### src/rtl/spu_sequencer.sv
// Image-equalizer SPU sequencer: histogram build, CDF prefix sum, pixel remap over pixel/histogram RAMs.
// Latency accept->done: HIST 256+3N+1, CDF 513, MAP 3N+1 cycles; stall held combinationally from the accept cycle.
// No backpressure: RAMs answer in one cycle; cmd_valid ignored while busy. SPU_CYCLE_CNT_EN enables cycle_count.
module spu_sequencer #(
   parameter int ADDR_W   = 16,
   parameter int IMG_LOG2 = 12,
   parameter int HIST_W   = 32
) (
   input  logic              clk,
   input  logic              reset,
   input  logic              cmd_valid,
   input  logic [11:0]       cmd,
   output logic              stall,
   output logic              busy,
   output logic              done,
   output logic [ADDR_W-1:0] pix_addr,
   output logic              pix_re,
   output logic              pix_we,
   output logic [7:0]        pix_wdata,
   input  logic [7:0]        pix_rdata,
   output logic [7:0]        hist_addr,
   output logic              hist_re,
   output logic              hist_we,
   output logic [HIST_W-1:0] hist_wdata,
   input  logic [HIST_W-1:0] hist_rdata,
   output logic [31:0]       cycle_count
);
   localparam logic [3:0] IDLE  = 4'd0;
   localparam logic [3:0] CLR   = 4'd1;
   localparam logic [3:0] H_PRD = 4'd2;
   localparam logic [3:0] H_HRD = 4'd3;
   localparam logic [3:0] H_HWR = 4'd4;
   localparam logic [3:0] C_RD  = 4'd5;
   localparam logic [3:0] C_WR  = 4'd6;
   localparam logic [3:0] M_PRD = 4'd7;
   localparam logic [3:0] M_HRD = 4'd8;
   localparam logic [3:0] M_PWR = 4'd9;
   localparam logic [3:0] DONE  = 4'd10;

   localparam logic [ADDR_W:0] K_LAST = (ADDR_W+1)'(2**IMG_LOG2 - 1);

   logic [3:0]        state;
   logic [7:0]        bin;
   logic [ADDR_W:0]   k;
   logic [HIST_W-1:0] sum;
   logic [HIST_W-1:0] sum_nxt;
   logic [ADDR_W-1:0] pix_addr_q;
   logic [7:0]        hist_addr_q;
   logic [3:0]        opcode;
   logic              op_ok;
   logic              accept;
   logic [HIST_W+7:0] prod;
   logic [HIST_W+7:0] scaled;
   logic [7:0]        map_val;
   logic              cmd_unused;

   assign opcode     = cmd[11:8];
   assign cmd_unused = ^cmd[7:0];
   assign op_ok      = (opcode == 4'h1) || (opcode == 4'h2) || (opcode == 4'h3);
   // Gated by reset so stall stays low while reset is held with a command pending.
   assign accept     = reset && (state == IDLE) && cmd_valid && op_ok;
   assign stall      = accept || ((state != IDLE) && (state != DONE));
   assign busy       = (state != IDLE);
   assign sum_nxt    = sum + hist_rdata;

   assign prod    = (HIST_W+8)'(hist_rdata) * (HIST_W+8)'(255);
   assign scaled  = prod >> IMG_LOG2;
   assign map_val = (scaled > (HIST_W+8)'(255)) ? 8'hFF : scaled[7:0];

   always_ff @(posedge clk or negedge reset) begin
      if (!reset) begin
         state       <= IDLE;
         bin         <= '0;
         k           <= '0;
         sum         <= '0;
         pix_addr_q  <= '0;
         hist_addr_q <= '0;
      end else begin
         pix_addr_q  <= pix_addr;
         hist_addr_q <= hist_addr;
         case (state)
            IDLE: if (accept) begin
               if (opcode == 4'h1) begin
                  state <= CLR;
                  bin   <= '0;
               end else if (opcode == 4'h2) begin
                  state <= C_RD;
                  bin   <= '0;
                  sum   <= '0;
               end else begin
                  state <= M_PRD;
                  k     <= '0;
               end
            end
            CLR: if (bin == 8'hFF) begin
               state <= H_PRD;
               k     <= '0;
            end else begin
               bin <= bin + 8'd1;
            end
            H_PRD: state <= H_HRD;
            H_HRD: state <= H_HWR;
            H_HWR: if (k == K_LAST) begin
               state <= DONE;
            end else begin
               k     <= k + (ADDR_W+1)'(1);
               state <= H_PRD;
            end
            C_RD: state <= C_WR;
            C_WR: begin
               sum <= sum_nxt;
               if (bin == 8'hFF) begin
                  state <= DONE;
               end else begin
                  bin   <= bin + 8'd1;
                  state <= C_RD;
               end
            end
            M_PRD: state <= M_HRD;
            M_HRD: state <= M_PWR;
            M_PWR: if (k == K_LAST) begin
               state <= DONE;
            end else begin
               k     <= k + (ADDR_W+1)'(1);
               state <= M_PRD;
            end
            default: state <= IDLE;
         endcase
      end
   end

   // Addresses hold their last driven value; enables and write data are strobes.
   always_comb begin
      pix_addr   = pix_addr_q;
      hist_addr  = hist_addr_q;
      pix_re     = 1'b0;
      pix_we     = 1'b0;
      pix_wdata  = '0;
      hist_re    = 1'b0;
      hist_we    = 1'b0;
      hist_wdata = '0;
      done       = 1'b0;
      case (state)
         CLR: begin
            hist_we   = 1'b1;
            hist_addr = bin;
         end
         H_PRD, M_PRD: begin
            pix_re   = 1'b1;
            pix_addr = k[ADDR_W-1:0];
         end
         H_HRD, M_HRD: begin
            hist_re   = 1'b1;
            hist_addr = pix_rdata;
         end
         H_HWR: begin
            hist_we    = 1'b1;
            hist_wdata = hist_rdata + HIST_W'(1);
         end
         C_RD: begin
            hist_re   = 1'b1;
            hist_addr = bin;
         end
         C_WR: begin
            hist_we    = 1'b1;
            hist_addr  = bin;
            hist_wdata = sum_nxt;
         end
         M_PWR: begin
            pix_we    = 1'b1;
            pix_addr  = k[ADDR_W-1:0];
            pix_wdata = map_val;
         end
         DONE: done = 1'b1;
         default: ;
      endcase
   end

`ifdef SPU_CYCLE_CNT_EN
   logic [31:0] cyc_cnt;
   logic [31:0] cyc_inc;
   logic [31:0] cyc_last;

   assign cyc_inc = (cyc_cnt == 32'hFFFF_FFFF) ? cyc_cnt : cyc_cnt + 32'd1;

   // The DONE cycle itself is busy, so the captured value includes it.
   always_ff @(posedge clk or negedge reset) begin
      if (!reset) begin
         cyc_cnt  <= '0;
         cyc_last <= '0;
      end else if (accept) begin
         cyc_cnt <= '0;
      end else if (busy) begin
         cyc_cnt <= cyc_inc;
         if (state == DONE) cyc_last <= cyc_inc;
      end
   end

   assign cycle_count = cyc_last;
`else
   assign cycle_count = '0;
`endif
endmodule
### config.mk
export PLATFORM = sky130hd
export DESIGN_NAME = spu_sequencer
export DESIGN_NICKNAME = d
export VERILOG_FILES = /design/src/rtl/spu_sequencer.sv
export SDC_FILE = /design/constraint.sdc
export NUM_CORES = 1
export LEC_CHECK = 0
export ABC_AREA = 1
export BUFFER_PORTS_ARGS = -buffer_cell sky130_fd_sc_hd__buf_2
export CORE_MARGIN = 8
export CORE_UTILIZATION = 41
export CTS_CLUSTER_DIAMETER = 60
export DETAILED_ROUTE_END_ITERATION = 8
export PLACE_DENSITY_LB_ADDON = 0.05
export SETUP_SLACK_MARGIN = 0.15
export SYNTH_ARGS = -nofsm -noshare
export SYNTH_HDL_FRONTEND = slang
export SYNTH_SLANG_ARGS = --single-unit
### constraint.sdc
create_clock -name clk -period 10.92 [get_ports clk]
set_input_delay 1.638 -clock clk [delete_from_list [all_inputs] [get_ports clk]]
set_output_delay 1.638 -clock clk [all_outputs]
set_load 0.05 [all_outputs]
==> impl_metrics.py <==
metrics = {
    "route": {
        "viasPerCell": 4.83,
        "wire_per_inst_microns": 15.1,
        "drtPass1Iterations": 5,
        "route.detailed.drc": 0,
        "vias": 12300,
        "routed_wirelength_microns": 38500,
        "first_iter_violations": 850,
        "postRouteAntennaNets": 0,
    },
    "logic_synthesis": {
        "seq_area_frac_synth_pct": 15.4,
        "synth_edf_count": 0,
        "async_flop_share_pct": 100,
        "synth-seq-cells": 85,
        "yosys.cell_types.count": 51,
        "synth_warnings": 0,
        "syn_area_per_cell_sq_um": 6.96,
        "synthFlopType": "dfrtp_1",
        "synthesis.area_sq_mm": 0.0138,
        "syn_inst": 1981,
    },
    "pwr": {
        "irDropWorstVdd_uv": 132,
        "cellPowerDensity_mw_per_mm2": 250,
        "p_leak_uw": 0.00852,
    },
    "worst_setup_path": {
        "path_cells": "buf_2, inv_1, fa_1, fa_1, inv_1, fa_1, inv_1, fa_1, inv_1, ha_1, nand2_1, nor2_1, nand2_1, nor3_1, nand2_1, nand4_1, nand3_1, nor2_1, nand2_1, nor2_2, nand4_1, nand2_1, inv_1, buf_2",
        "worstSetupStartpoint": "hist_rdata[24]",
        "r2r_start": "state[1]$_DFFE_PN0P_",
        "critPathLaunchType": "input port",
        "path_max_fanout": 8,
        "worstPathRequired_ns": 9.28,
        "endpoint_kind": "output port",
        "arrival_ns": 6.68,
        "path_class": "in -> out",
        "cp_slowest_stage_delay_ns": 0.57,
        "cp_slowest_cell": "fa_1",
    },
    "sta": {
        "timing.fmax_ghz": 0.120,
        "worst_slew_pin_slew_ns": 1.03,
        "rsz0062_at_grt": "false",
        "period_minus_slack_ns": 8.31,
        "slew_headroom_pct": 31.2,
        "finalSetupViolations": 0,
        "finClkSkew_ns": 0.00745,
        "timing.final.crit_share_pct": 76.1,
        "slew_violations": 0,
        "finalSetupTns_ns": 0,
        "hold_violations": 0,
    },
    "flow_run": {
        "drv_cap": 0,
    },
    "placement": {
        "gp_congestion": 0.943,
        "hpwl_microns": 33200,
        "portBuffers": 117,
    },
    "clock_tree": {
        "clkLatencyLatePin_ns": 0.35,
        "postCtsResizedCells": 0,
        "cts_hold_buffers": 0,
        "path_clk_slew_ns": 0.07,
        "htreeDepth": 3,
        "post_cts_buffers": 0,
        "cts_buffers": 9,
        "cts_num_sinks": 85,
        "clockBufferDepth": 2,
        "cts_tree": "built",
        "root_buffer": "clkbuf_16",
    },
    "outcome": {
        "outcome": "complete, no violations",
    },
    "floorplan": {
        "initial_core_util_pct": 41.3,
        "io-pin-count": 158,
        "core_sq_mm": 0.0334,
        "die_x_microns": 199,
        "fp.dieH_microns": 199,
        "die_area_sq_mm": 0.0398,
        "rows": 67,
    },
    "hold_path": {
        "holdCritPathClass": "reg -> reg",
        "hold_start": "hist_addr_q[4]$_DFF_PN0_",
    },
    "layout": {
        "fin_util_pct": 45.2,
        "post_route_cells_drive_above_1_share_pct": 8.57,
        "synthToLayoutAreaGrowth_pct": 9.40,
        "nets": 2418,
    },
    "global_route": {
        "grt_pass1_vias": 11800,
        "gr-usage-all-layers_pct": 19.5,
        "antenna_found_initial": 1,
        "grt_max_degree": 52,
        "grt_first_pass_wirelength_microns": 62100,
        "grt_overflow": 0,
    },
}
==> where the power goes <==
group	total, uW	internal, uW	switching [uW]
sequential	324	321	3.22
combinational	3120	1080	2040
clock	326	180	146
total	3770	1580	2190
==> layer usage <==
layer / GRT usage, % / vias to the layer above / share of wire [%]
li1: - / 6299 / -
met1: 29.5 / 5752 / 51
met2: 29.4 / 237 / 43
met3: 3.12 / 21 / 5.3
met4: 2.59 / 2 / 0.99
met5: 0 / - / 0.021
==> cell usage after synthesis (2+ instances only) <==
cell	n	area (sq um)
inv_2	2	7.51
a221oi_1	3	26.3
inv_1	437	1640
nor2_2	11	68.8
o21bai_1	5	37.5
a21oi_1	126	631
o21ai_0	100	500
nor3_1	22	110
a21boi_0	3	22.5
nand3b_1	6	45.0
and2_1	3	18.8
xnor2_1	11	96.3
ha_1	118	1480
nor4_1	4	25.0
o31ai_1	4	30.0
clkbuf_1	11	41.3
o2111ai_1	3	26.3
or2_2	9	56.3
nor2_4	5	56.3
o21ai_1	7	35.0
nor2_1	164	616
a211oi_1	2	15.0
nand2_1	494	1850
xor2_1	5	43.8
nand2_2	6	37.5
buf_4	32	240
fa_1	150	3000
dfrtp_1	85	2130
a31oi_1	3	18.8
clkinv_1	2	7.51
buf_2	3	15.0
nand2_4	3	33.8
o22ai_1	2	12.5
o21a_1	4	30.0
nand3_1	90	450
nand4_1	28	175
a21o_1	4	30.0
==> per-stage QoR <==
| step | setup slack, ns | total power (uW) | instance area (sq um) | hold WS (ns) | std cells |
|---|---|---|---|---|---|
| after detailed placement | 2.58 | 3460 | 14800 | 0.467 | 2532 |
| after global placement | 2.62 | 3460 | 14800 | 0.461 | 2532 |
| after global routing | 2.11 | 4290 | 15100 | 0.499 | 2548 |
| after CTS | 2.57 | 3810 | 15100 | 0.483 | 2548 |
| after floorplan | 3.49 | 2710 | 13900 | 0.446 | 2012 |
| final | 2.61 | 3770 | 15100 | 0.482 | 2549 |
==> cell type report <==
class,count,area [sq um]
fill,3569,18300
sequential,85,2130
inverter,441,1660
clock buffer,9,225
clock inverter,7,78.8
multi-input combinational,1437,9820
antenna,1,2.50
timing repair buffer,121,618
tap,448,561
==> critical path: cells and delay by family <==
| kind | cells | cell delay [ns] |
|---|---|---|
| buffers and inverters | 7 | 0.78 |
| and+or+nand+nor | 12 | 1.64 |
| adders and majority gates | 5 | 2.59 |
==> layout by cell type (no fill, tap or decap), types with 85 or more instances in the layout <==
cell,instances
fa_1,150
ha_1,118
nor2_1,163
o21ai_0,100
a21oi_1,126
inv_1,437
nand3_1,90
nand2_1,494
buf_2,116
dfrtp_1,85
==> path summary, 6_finish.rpt <==
check	slack (ns)	end	cells after the start
worst max-delay path	2.61	pix_wdata[7]	24
worst min-delay path	0.48	hist_addr_q[4]$_DFF_PN0_	2
worst max register to register	7.98	state[0]$_DFFE_PN0P_	8
worst min register to register	0.48	hist_addr_q[4]$_DFF_PN0_	2
max in group asynchronous	8.57	k[8]$_DFFE_PN0P_	2
min in group asynchronous	1.26	hist_addr_q[4]$_DFF_PN0_	1
==> kinds of logic after synthesis <==
kind of cell	synth area share [%]
muxes	0.0817
AOI/OAI and AO/OA	10.6
xor gates and xnor gates	1.02
adders and majority gates	32.5
and+or+nand+nor	26.1
other	0.0272
buffers and inverters	14.3
DFF	15.4
==> flip-flops by register name, summed over array words and instances (netlist names) <==
register	count
bin	8
hist_addr_q	8
k	17
pix_addr_q	16
state	4
sum	32
(Power assumes the default switching activity.)
